<file path="config.mk">
export PLATFORM = sky130hd
export DESIGN_NAME = whack_detector_flat
export DESIGN_NICKNAME = d
export VERILOG_FILES = /design/src/rtl/wam_pkg.sv /design/src/rtl/whack_detector_if.sv /design/src/rtl/input_debouncer.sv /design/src/rtl/whack_detector.sv /design/src/flat_wrapper.sv
export SDC_FILE = /design/constraint.sdc
export NUM_CORES = 1
export LEC_CHECK = 0
export ABC_AREA = 1
export BUFFER_PORTS_ARGS = -buffer_cell sky130_fd_sc_hd__buf_4
export CORE_MARGIN = 10
export CORE_UTILIZATION = 48
export CTS_CLUSTER_SIZE = 14
export DETAILED_ROUTE_END_ITERATION = 16
export SYNTH_ARGS = -nofsm -noshare
export SYNTH_HDL_FRONTEND = slang
export SYNTH_SLANG_ARGS = --single-unit
</file>
<file path="constraint.sdc">
create_clock -name CLOCK_50 -period 2 [get_ports CLOCK_50]
set_clock_uncertainty 0.2 [all_clocks]
set_input_delay 0.6 -clock CLOCK_50 [delete_from_list [all_inputs] [get_ports CLOCK_50]]
set_output_delay 0.6 -clock CLOCK_50 [all_outputs]
set_load 0.03 [all_outputs]
</file>
<file path="src/rtl/wam_pkg.sv">
// Shared constants, FSM state type and score helper for the whack-a-mole
// player side.
package wam_pkg;

  localparam int N_HOLES         = 9;
  localparam int SCORE_W         = 7;
  localparam int LIVES_W         = 2;
  localparam int DEBOUNCE_CYCLES = 500_000;

  typedef enum logic [1:0] {
    IDLE,
    ARMED,
    WAIT_CLEAR,
    GAME_OVER
  } state_t;

  function automatic logic [SCORE_W-1:0] sat_add(
    input logic [SCORE_W-1:0] a,
    input logic [1:0]         inc,
    input int                 max
  );
    int s;
    s = int'(a) + int'(inc);
    return (s > max) ? SCORE_W'(max) : SCORE_W'(s);
  endfunction

endpackage

</file>
<file path="src/rtl/whack_detector_if.sv">
// Mole handshake between the light controller (master) and the
// whack detector (slave).
interface whack_detector_if #(
  parameter int N = wam_pkg::N_HOLES
);
  import wam_pkg::*;

  logic [N-1:0] mole_mask;
  logic         mole_valid;
  logic         clear_mole;

  modport master (
    output mole_mask,
    output mole_valid,
    input  clear_mole
  );

  modport slave (
    input  mole_mask,
    input  mole_valid,
    output clear_mole
  );

endinterface

</file>
<file path="src/rtl/input_debouncer.sv">
// One switch bit: 2-FF sync, stable-count debounce, registered
// rising-edge press pulse.
module input_debouncer #(
  parameter int DEBOUNCE_CYCLES = wam_pkg::DEBOUNCE_CYCLES
) (
  input  logic CLOCK_50,
  input  logic reset,
  input  logic raw,
  output logic press
);

  localparam int CW = $clog2(DEBOUNCE_CYCLES + 1);

  logic          s1;
  logic          s2;
  logic          stable;
  logic          stable_d;
  logic [CW-1:0] cnt;

  always_ff @(posedge CLOCK_50 or negedge reset) begin
    if (!reset) begin
      s1       <= 1'b0;
      s2       <= 1'b0;
      stable   <= 1'b0;
      stable_d <= 1'b0;
      cnt      <= '0;
      press    <= 1'b0;
    end else begin
      s1       <= raw;
      s2       <= s1;
      stable_d <= stable;
      press    <= stable & ~stable_d;
      if (s2 == stable) begin
        cnt <= '0;
      end else if (cnt == CW'(DEBOUNCE_CYCLES - 1)) begin
        stable <= s2;
        cnt    <= '0;
      end else begin
        cnt <= cnt + 1'b1;
      end
    end
  end

endmodule

</file>
<file path="src/rtl/whack_detector.sv">
// Judges player presses against the lit mole; keeps score and lives.
// Define COMBO_BONUS_EN for the streak bonus (+2 from the 4th hit on).
module whack_detector #(
  parameter int N_HOLES         = wam_pkg::N_HOLES,
  parameter int DEBOUNCE_CYCLES = wam_pkg::DEBOUNCE_CYCLES,
  parameter int START_LIVES     = 3,
  parameter int SCORE_MAX       = 99
) (
  input  logic                        CLOCK_50,
  input  logic                        reset,
  input  logic [N_HOLES-1:0]          sw,
  whack_detector_if.slave             bus,
  output logic                        hit,
  output logic                        miss,
  output logic [wam_pkg::SCORE_W-1:0] score,
  output logic [wam_pkg::LIVES_W-1:0] lives,
  output logic                        game_over
);

  import wam_pkg::*;

  logic [N_HOLES-1:0] press;
  logic [N_HOLES-1:0] target;
  logic [N_HOLES-1:0] target_n;
  state_t             state;
  state_t             state_n;
  logic [SCORE_W-1:0] score_n;
  logic [LIVES_W-1:0] lives_n;
  logic               hit_n;
  logic               miss_n;
  logic               clr_n;
  logic               in_t;
  logic               out_t;
  logic [1:0]         inc;
`ifdef COMBO_BONUS_EN
  logic [2:0]         streak;
  logic [2:0]         streak_n;
`endif

  for (genvar i = 0; i < N_HOLES; i++) begin : g_db
    input_debouncer #(
      .DEBOUNCE_CYCLES(DEBOUNCE_CYCLES)
    ) u_db (
      .CLOCK_50(CLOCK_50),
      .reset   (reset),
      .raw     (sw[i]),
      .press   (press[i])
    );
  end

  assign in_t      = |(press & target);
  assign out_t     = |(press & ~target);
  assign game_over = (state == GAME_OVER);

  always_comb begin
    state_n  = state;
    target_n = target;
    score_n  = score;
    lives_n  = lives;
    hit_n    = 1'b0;
    miss_n   = 1'b0;
    clr_n    = 1'b0;
`ifdef COMBO_BONUS_EN
    streak_n = streak;
    // this hit makes the streak 4+ when it already stands at 3+
    inc      = (streak >= 3'd3) ? 2'd2 : 2'd1;
`else
    inc      = 2'd1;
`endif
    unique case (state)
      IDLE: begin
        if (bus.mole_valid && |bus.mole_mask) begin
          target_n = bus.mole_mask;
          state_n  = ARMED;
        end
      end
      ARMED: begin
        if (in_t && !out_t) begin
          hit_n   = 1'b1;
          clr_n   = 1'b1;
          score_n = sat_add(score, inc, SCORE_MAX);
          state_n = WAIT_CLEAR;
`ifdef COMBO_BONUS_EN
          streak_n = (streak == 3'd7) ? streak : streak + 3'd1;
`endif
        end else if (out_t || !bus.mole_valid) begin
          miss_n  = 1'b1;
          lives_n = (lives != '0) ? lives - 1'b1 : lives;
`ifdef COMBO_BONUS_EN
          streak_n = '0;
`endif
          if (lives_n == '0) state_n = GAME_OVER;
          else if (out_t)    state_n = WAIT_CLEAR;
          else               state_n = IDLE;
        end
      end
      WAIT_CLEAR: begin
        if (!bus.mole_valid) state_n = IDLE;
      end
      GAME_OVER: ;
      default: state_n = IDLE;
    endcase
  end

  always_ff @(posedge CLOCK_50 or negedge reset) begin
    if (!reset) begin
      state          <= IDLE;
      target         <= '0;
      score          <= '0;
      lives          <= LIVES_W'(START_LIVES);
      hit            <= 1'b0;
      miss           <= 1'b0;
      bus.clear_mole <= 1'b0;
    end else begin
      state          <= state_n;
      target         <= target_n;
      score          <= score_n;
      lives          <= lives_n;
      hit            <= hit_n;
      miss           <= miss_n;
      bus.clear_mole <= clr_n;
    end
  end

`ifdef COMBO_BONUS_EN
  always_ff @(posedge CLOCK_50 or negedge reset) begin
    if (!reset) streak <= '0;
    else        streak <= streak_n;
  end
`endif

endmodule

</file>
<file path="src/flat_wrapper.sv">
// flat-port wrapper written by rule: the top's interface ports become plain ports
module whack_detector_flat import wam_pkg::*;
#(
  parameter int N_HOLES         = wam_pkg::N_HOLES,
  parameter int DEBOUNCE_CYCLES = wam_pkg::DEBOUNCE_CYCLES,
  parameter int START_LIVES     = 3,
  parameter int SCORE_MAX       = 99
)
  (CLOCK_50, reset, sw, hit, miss, score, lives, game_over, bus_mole_mask, bus_mole_valid, bus_clear_mole);
  whack_detector_if bus_i ();
  input  logic CLOCK_50;
  input  logic reset;
  input  logic [N_HOLES-1:0] sw;
  output logic hit;
  output logic miss;
  output logic [wam_pkg::SCORE_W-1:0] score;
  output logic [wam_pkg::LIVES_W-1:0] lives;
  output logic game_over;
  input wire logic [$bits(bus_i.mole_mask)-1:0] bus_mole_mask;
  input wire logic [$bits(bus_i.mole_valid)-1:0] bus_mole_valid;
  output wire logic [$bits(bus_i.clear_mole)-1:0] bus_clear_mole;
  assign bus_i.mole_mask = bus_mole_mask;
  assign bus_i.mole_valid = bus_mole_valid;
  assign bus_clear_mole = bus_i.clear_mole;
  whack_detector #(.N_HOLES(N_HOLES), .DEBOUNCE_CYCLES(DEBOUNCE_CYCLES), .START_LIVES(START_LIVES), .SCORE_MAX(SCORE_MAX)) u_core (.CLOCK_50(CLOCK_50), .reset(reset), .sw(sw), .bus(bus_i), .hit(hit), .miss(miss), .score(score), .lives(lives), .game_over(game_over));
endmodule
</file>
# Word level (Yosys, flattened, before mapping)
# Index checks and enable logic that the tools add are counted.
classes:
  n_reduce_logical: 25
  muxes: 32
  bitwise: 31
  order_cmp: 1
  n_eq_ne: 24
  n_addsub: 11
op_table:
  columns: ["op", "n"]
  rows:
  - ["two-way mux 19 bit", 18]
  - ["adder 19 x 1 -> 19 bit (second input constant)", 9]
  - ["== test 19 bit (second input constant)", 9]
  - ["> comparator 32 x 8 -> 1 bit (second input constant)", 1]
  - ["OR reduction 9 bit", 3]
  - ["AND reduction 2 bit", 11]
  - ["inverter 1 bit", 19]
  - ["bitwise AND 9 bit", 2]
  - ["two-way mux 2 bit", 7]
  - ["bitwise AND 1 bit", 9]
  - ["== test 1 bit", 9]
  - ["inverter 9 bit", 1]
  - ["adder 7 x 1 -> 8 bit (second input constant)", 1]
  - ["two-way mux 7 bit", 1]
  - ["case mux 2 bit (3 select lines)", 1]
  - ["two-way mux 1 bit", 5]
  - ["== test 2 bit (second input constant)", 2]
  - ["logical NOT 2 bit", 2]
  - ["AND reduction 4 bit", 1]
  - ["!= test 3 x 1 -> 1 bit (second input constant)", 1]
  - ["AND reduction 3 bit", 1]
  - ["nonzero test 3 bit", 1]
  - ["== test 2 x 1 -> 1 bit (second input constant)", 1]
  - ["logical AND 1 bit", 2]
  - ["6 further kinds", 7]
totals:
  ff_bits: 238
  input_bits: 21
  wordCells: 184
  out_inout_bits: 13

# Logic depth before layout (Yosys ltp)
# Gate-level depths: netlist of the first run.
logic_depth:
  ltp_word: 8
  depth_mapped: 11
  depth_no_buf: 11

# By module
# A second synthesis of the first run with hierarchy kept.
unflattened:
  hier_cells: 1553
  hier_area_um2: 12570.8
modules_own_cells:
  columns: ["mod", "seq_area_each_um2", "cells_per_inst", "n_inst", "area_per_inst_um2"]
  rows:
  - ["input_debouncer (u_core.g_db[0].u_db ...)", 600.6, 151, 8, 1241.2]
  - ["whack_detector", 553.0, 195, 1, 1370.1]
  - ["input_debouncer (u_core.g_db[4].u_db)", 600.6, 150, 1, 1271.2]

# Worst setup path after synthesis of the first run
# OpenSTA, ideal clock, no wires.
synth_path:
  kind: "reg-to-reg"
  startpoint: "reg u_core.score[0] in the netlist's numbering"
  endpoint: "reg u_core.score[0] in the netlist's numbering"
  required_time_ps: 1683
  stages_incl_launch_ff: 12
  setup_ps: 117
  slack_ps: 206
  path_buffers: 0
  t_arrival_ps: 1477
  synth_period_minus_slack_ps: 1794
  path_cell_list: "dfrtp_1 > ha_1 > nand2_1 > inv_1 > nand2_1 > xor2_1 > inv_1 > nand2_1 > nand2_1 > nand3_1 > nand2_1 > nand2_1"
synth_between:
  elab_chain_len: 3
synth_rtl:
  columns: ["element", "line_no", "rtl"]
  rows:
  - ["from (decl)", "whack_detector.sv:15", "output logic [wam_pkg::SCORE_W-1:0] score,"]
  - ["from (signal assigned)", "whack_detector.sv:117", "score <= score_n;"]
  - ["adder 7 x 1 -> 8 bit *", "wam_pkg.sv:23", "s = int'(a) + int'(inc);"]
  - ["> comparator 32 x 8 -> 1 bit", "wam_pkg.sv:24", "return (s > max) ? SCORE_W'(max) : SCORE_W'(s);"]
  - ["two-way mux 7 bit *", "wam_pkg.sv:24", null]
# Mark *: on every way between the ends. The rest lies on a longest branch, timed or not.
# A chain may end at the register's enable or synchronous reset.

# Worst setup path in the final report of the first run
layout_path:
  startpoint: "reg u_core.state[0]"
  endpoint: "out game_over"
layout_between:
  elab_chain_len: 1
layout_rtl:
  columns: ["element", "line_no", "rtl"]
  rows:
  - ["from (decl)", "whack_detector.sv:25", "state_t state;"]
  - ["from (signal assigned)", "whack_detector.sv:115", "state <= state_n;"]
  - ["== test 2 bit", "whack_detector.sv:53", "assign game_over = (state == GAME_OVER);"]
  - ["to (decl)", "flat_wrapper.sv:18", "output logic game_over;"]
# No other way between the ends.

==> results of run 1 <==
-- area by class of cell --
class	instances	area share, %
clock buffer	37	5.53
clock inverter	12	1.53
inverter	213	5.65
multi-input combinational	1049	37.8
sequential	238	42.1
tap	330	2.92
timing repair buffer	69	4.41
-- worst max-delay path by stage --
stage / depth (start not counted) / to / from
finish: 2 / game_over / u_core.state[0]
global route: 2 / game_over / u_core.state[0]
CTS: 2 / game_over / u_core.state[0]
detailed placement: 7 / u_core.target[4] / bus_mole_mask[3]
global placement: 7 / u_core.target[3] / bus_mole_mask[3]
floorplan: 11 / u_core.score[0] / u_core.score[0]
-- sequential cells by signal (all words and copies together) (netlist names) --
| register | count |
|---|---|
| u_core.target | 9 |
| u_core.g_db.u_db.stable_d | 9 |
| u_core.lives | 2 |
| u_core.g_db.u_db.stable | 9 |
| u_core.g_db.u_db.cnt | 171 |
| u_core.state | 2 |
| u_core.miss | 1 |
| u_core.g_db.u_db.s1 | 9 |
| u_core.g_db.u_db.s2 | 9 |
| u_core.g_db.u_db.press | 9 |
| u_core.hit | 1 |
| u_core.score | 7 |
-- worst max-delay path, delay by kind of cell, from the launching register on --
family / cells / cell delay, ns
adder cells (fa/ha/maj): 1 / 0.20
buffers and inverters: 1 / 0.14
flip-flops: 1 / 0.38
-- stage by stage --
stage,instance area [µm²],utilization [%]
finish,14200,56.5
global route,14200,56.5
CTS,14100,56.1
detailed placement,12900,51.6
global placement,12900,51.6
floorplan,12100,-
-- cells by family (layout without fill, tap and decap cells) --
group           Yosys count  in the layout  synth area share, %
buf+inv                 223            331                 7.15
compound gates           89             89                 3.95
xor+xnor                 75             75                 5.42
flops                   238            238                 49.2
simple gates            870            870                 32.8
fa+ha+maj                15             15                 1.55
-- placed cells by master, fill, tap and decap left out, types with 6 or more instances in the layout --
master,instances
o21ai_1,8
dlygate4sd3_1,10
xnor2_1,6
nor2_4,7
o21ai_0,30
dfrtp_1,233
nor2_1,253
bufinv_16,6
nand3_1,87
clkbuf_8,7
nor3_1,72
xor2_1,69
clkbuf_16,27
nand4_1,61
nor2_2,25
buf_4,50
nand2_1,299
nor4_1,11
inv_1,204
ha_1,10
nor3b_1,22
nand2_2,11
a21oi_1,37
-- repair_timing --
item | in CTS | in global routing
setup endpoints to repair | 3 | 37
pin swaps | 0 | 1
endpoints found under the hold margin | 37 | 0
hold buffers | 10 | 0
setup buffers | 4 | 3
cloned | 0 | 0
gates resized for setup | 4 | 19
-- where the power goes --
part           internal, W  total [W]  switching, W
clock              0.00350    0.00544       0.00194
sequential         0.00499    0.00511      0.000122
combinational     0.000300   0.000807      0.000506
-- routing by layer --
metal,track usage [%],part of all wire [%],vias up,routed length [µm]
li1,-,-,5019,-
met1,22.8,51,4540,12500
met2,25.0,43,138,10700
met3,2.30,3.9,33,946
met4,3.27,1.7,0,411
met5,0,0,-,0
==> results.md, run 1 <==
* Total Die Area at 32000 µm²
* Total GRT Usage at 15.9%
* Worst-path clk slew at 0.06 ns
* Startpoint types: flop
* Reg2reg start: u_core.g_db[3].u_db.cnt[0]
* Clock latency on the worst-skew pair at 0.52 ns
* Vias in the first global route at 9540
* Crit-path slowest cell: dfrtp_1
* Crit path cell chain: ha_2 -> buf_6
* Post-synth top cells: 300 x nand2_1, 258 x nor2_1, 236 x dfrtp_1
* Fmax at 0.490 GHz
* CTS buffer count at 27
* Maximum root-to-sink buffer count at 3
* CP arrival at 1.24 ns
* Die W at 179 µm
* FF+latch area at 5960 µm²
* Root Driver: clkbuf_16
* Post-DRT Antenna Nets at 0
* Port buffer count at 33
* Fin crit period at 2.04 ns
* Slew Viols, Final at 0
* Leak Pwr at 6.34 nW
* R2r endpoint: u_core.g_db[3].u_db.cnt[13]
* Peak supply drop at 0.000713 V
* Worst reg-to-reg setup slack at 0.18 ns
* H-tree depth at 1
* Worst Hold Depth at 3
* Cells after Synth at 1510
* Ys async rst share at 100%
* Layout cells sized above 1 at 11.4%
* Number of synthesized flops with an enable pin at 0
* Synth area leaders: dfrtp_1 49%, nand2_1 9.3%, nor2_1 8.0%
* Final Hold Viols at 0
* WL final at 24600 µm
* Failing checks: negative setup slack
* Worst Slack Setup Final at -0.0398 ns
* Worst rel slew slack at 71.8%
* PwrDens at 803 nW/µm²
* Nets at 1634
* Total chip power at 0.0114 W
* Initial DRC count at 613
* Top cell type's share of synthesized area at 48.7%
* Worst Hold End: u_core.target[1]
* Initial antenna violation count at 0
* Outcome: complete, but fails checks
* First-pass GRT wire length at 43900 µm
* Total vias in the final route at 9730
* Vias/cell at 4.99
* # rows at 58
* Final setup TNS at -0.0451 ns
* # diodes at 0
* DRC violations left at 0
* Hold path startpoint: bus_mole_mask[1]
* WL per Instance at 12.6 µm
* Syn avg cell area at 8.02 µm²
* Worst path required time at 1.20 ns
* RSZ-0062 raised after global routing: true
* Post-Place Worst Slack at 0.0468 ns
* Syn-to-layout area delta at 16.8%
* Synth Warn # at 0
* Max-Cap Viols at 0
* Max Fanout on Critical Path at 2
* HP Class: in2reg
* Synth Cell Area at 12100 µm²
* Sequential element share of the synthesized area at 49.2%
* Synth Register Bits at 238
* Remaining global-route overflow at 0
* Die Y-Extent at 179 µm
* Least-Margin Pin Slew at 0.422 ns
* Final cell count without fillers at 1948
* Drt pass-1 iters at 5
* Placed insts at 1882
* Final Cycle Share at 102%
* # setup viols final at 2
* Net Count, Synth at 1546
* Most frequent cell after synthesis: nand2_1
* Hold WS at 0.0910 ns
* Ys flop type: dfrtp_1
* DP HPWL at 18100 µm
* Crit-path max cell delay at 0.38 ns
* Setup CP Type: reg2out
* R2R depth at 8
* Final GP Congestion at 0.880
* TritonCTS clock tree: done
* Post-synth top area cell: dfrtp_1
* Core area at 25000 µm²
* CTS sink cnt at 238
* Largest net degree at the start of global routing at 44
* IO Pins at 34
* Area occupied by multi-input gates at 5350 µm²
* Cell variety after synth at 37
* Initial Util at 48.4%
* Critical Path End Type: output port
* Fill cell count at 2370
(Power assumes the default switching activity.)
==> run 2: changes to the inputs <==
--- a/config.mk
+++ b/config.mk
@@ -7,10 +7,13 @@
 export LEC_CHECK = 0
 export ABC_AREA = 1
 export BUFFER_PORTS_ARGS = -buffer_cell sky130_fd_sc_hd__buf_4
+export CAP_MARGIN = 20
 export CORE_MARGIN = 10
-export CORE_UTILIZATION = 48
+export CORE_UTILIZATION = 49
 export CTS_CLUSTER_SIZE = 14
 export DETAILED_ROUTE_END_ITERATION = 16
+export PLACE_DENSITY = 0.65
 export SYNTH_ARGS = -nofsm -noshare
 export SYNTH_HDL_FRONTEND = slang
 export SYNTH_SLANG_ARGS = --single-unit
+export TNS_END_PERCENT = 10
==> run 2 against run 1 <==
Against the previous run:
- the run still ends with negative setup slack left
- cell count down 0.62%
- sequential share of layout area rose by 0.44 points
- largest cell class unchanged
- clock-buffer cell count is 2 lower
- register-to-register slack lost 0.06 ns
- largest power group is now registers
- clock power is 12% lower
- total power decreased by 5.9%
==> results.md, run 2 (same netlist as run 1, synthesis figures left out) <==
* Max-Cap Viols at 0
* DP HPWL at 17800 µm
* Maximum root-to-sink buffer count at 3
* Initial antenna violation count at 0
* Setup CP Type: reg2out
* CP arrival at 1.26 ns
* Post-DRT Antenna Nets at 0
* IO Pins at 34
* First-pass GRT wire length at 42800 µm
* Max Fanout on Critical Path at 2
* Outcome: complete, but fails checks
* Final Hold Viols at 0
* Startpoint types: flop
* Total Die Area at 31400 µm²
* Slew Viols, Final at 0
* Hold WS at 0.0875 ns
* Worst rel slew slack at 71.3%
* Drt pass-1 iters at 7
* WL final at 24000 µm
* DRC violations left at 0
* Sw Pwr at 0.00248 W
* Worst Slack Setup Final at -0.0553 ns
* Remaining global-route overflow at 0
* Largest net degree at the start of global routing at 42
* Peak supply drop at 0.000780 V
* Placed insts at 1878
* Most frequent cells in the layout: 299 x nand2_1, 253 x nor2_1, 233 x dfrtp_1, 204 x inv_1, 87 x nand3_1
* HP Class: in2reg
* Seq pwr share at 47.8%
* Final cell count without fillers at 1936
* Clock latency on the worst-skew pair at 0.53 ns
* TritonCTS clock tree: done
* Fill cell count at 2152
* Combinational Power Share at 7.3%
* PwrDens at 763 nW/µm²
* # rows at 57
* Syn-to-layout area delta at 15.6%
* Initial Util at 49.8%
* FF+latch area at 5960 µm²
* H-tree depth at 1
* Power share of the clock group at 44.8%
* Worst-path clk slew at 0.06 ns
* Layout cells sized above 1 at 10.9%
* Port buffer count at 33
* # diodes at 0
* Total vias in the final route at 9719
* Area occupied by multi-input gates at 5380 µm²
* Fin crit period at 2.06 ns
* Die W at 177 µm
* Max reg flops at 171
* Sw frac at 23.2%
* Total GRT Usage at 15.7%
* Critical Path End Type: output port
* Core area at 24300 µm²
* Failing checks: negative setup slack
* # setup viols final at 3
* Least-Margin Pin Slew at 0.430 ns
* Commonest non-fill, non-tap cell in the layout: nand2_1
* CTS sink cnt at 238
* Final Cycle Share at 103%
* WL per Instance at 12.4 µm
* Leak Pwr at 6.25 nW
* CTS buffer count at 27
* Nets at 1631
* RSZ-0062 raised after global routing: true
* Largest Register: u_core.g_db.u_db.cnt
* Initial DRC count at 646
* Internal power at 0.00821 W
* Worst path required time at 1.20 ns
* Vias/cell at 5.02
* Final GP Congestion at 0.888
* Fmax at 0.487 GHz
* Vias in the first global route at 9555
* Root Driver: clkbuf_16
* Die Y-Extent at 177 µm
## run 2: changes by cell type in the layout (fill, tap and decap cells not counted), sizes merged
| cell | previous run | this run |
|---|---|---|
| buf | 59 | 56 |
| clkinv | 9 | 10 |
| clkbuf | 37 | 35 |
| inv | 209 | 210 |
| bufinv | 6 | 3 |
## run 2: layout make-up
cell class	instances	area share, %
well taps	324	2.89
repair buffers	66	4.21
inverters	213	5.71
multi-input cells	1049	38.4
clock buffers	35	5.18
flip-flops and latches	238	42.6
clock inverters	11	1.00
## run 2: through the flow
stage          power, W  area [µm²]  setup TNS, ns  setup WS (ns)  util [%]
2_1_floorplan   0.00560       12100              0          0.206         -
3_3_place_gp    0.00591       12900              0         0.0980      53.1
3_5_place_dp    0.00592       12900              0         0.0291      53.1
4_1_cts          0.0108       13900         -0.198        -0.0814      57.2
6_report         0.0107       14000         -0.115        -0.0553      57.6
5_1_grt          0.0112       14000         -0.325        -0.0995      57.6
## run 2: timing repair
action	4_1_cts	5_1_grt
gates resized for setup	6	22
hold endpoints to repair	38	0
endpoints found under the setup margin	5	47
pin swaps	1	0
hold buffers	10	0
buffers inserted	2	0
## run 2: final timing paths
path	start	end	slack, ns	cells after the start
worst max register to register	u_core.g_db[4].u_db.cnt[0]	u_core.g_db[4].u_db.cnt[16]	0.12	7
worst max-delay path	u_core.state[0]	game_over	-0.06	2
max in group asynchronous	reset	u_core.g_db[2].u_db.cnt[0]	0.65	3
min in group asynchronous	reset	u_core.g_db[5].u_db.cnt[10]	0.35	2
worst min-delay path	bus_mole_mask[0]	u_core.target[0]	0.09	3
worst min register to register	u_core.g_db[6].u_db.s1	u_core.g_db[6].u_db.s2	0.15	0
## run 2: routing by layer
metal / vias up / routed length [µm] / GRT usage (%)
li1: 4994 / - / -
met1: 4539 / 11500 / 21.1
met2: 154 / 11000 / 26.3
met3: 32 / 1090 / 2.45
met4: 0 / 332 / 3.51
met5: - / 0 / 0
## run 2: critical path, cell delays in order (launching register included)
cell and delay (ns):
dfrtp_1 0.41, ha_4 0.18, buf_6 0.13
## run 2: power groups by stage
stage,Combinational [W],Clock (W),Sequential (W)
2_1_floorplan,0.000428,0,0.00517
3_5_place_dp,0.000729,0,0.00519
5_1_grt,0.000916,0.00514,0.00513
4_1_cts,0.000782,0.00496,0.00510
3_3_place_gp,0.000713,0,0.00520
6_report,0.000786,0.00480,0.00511
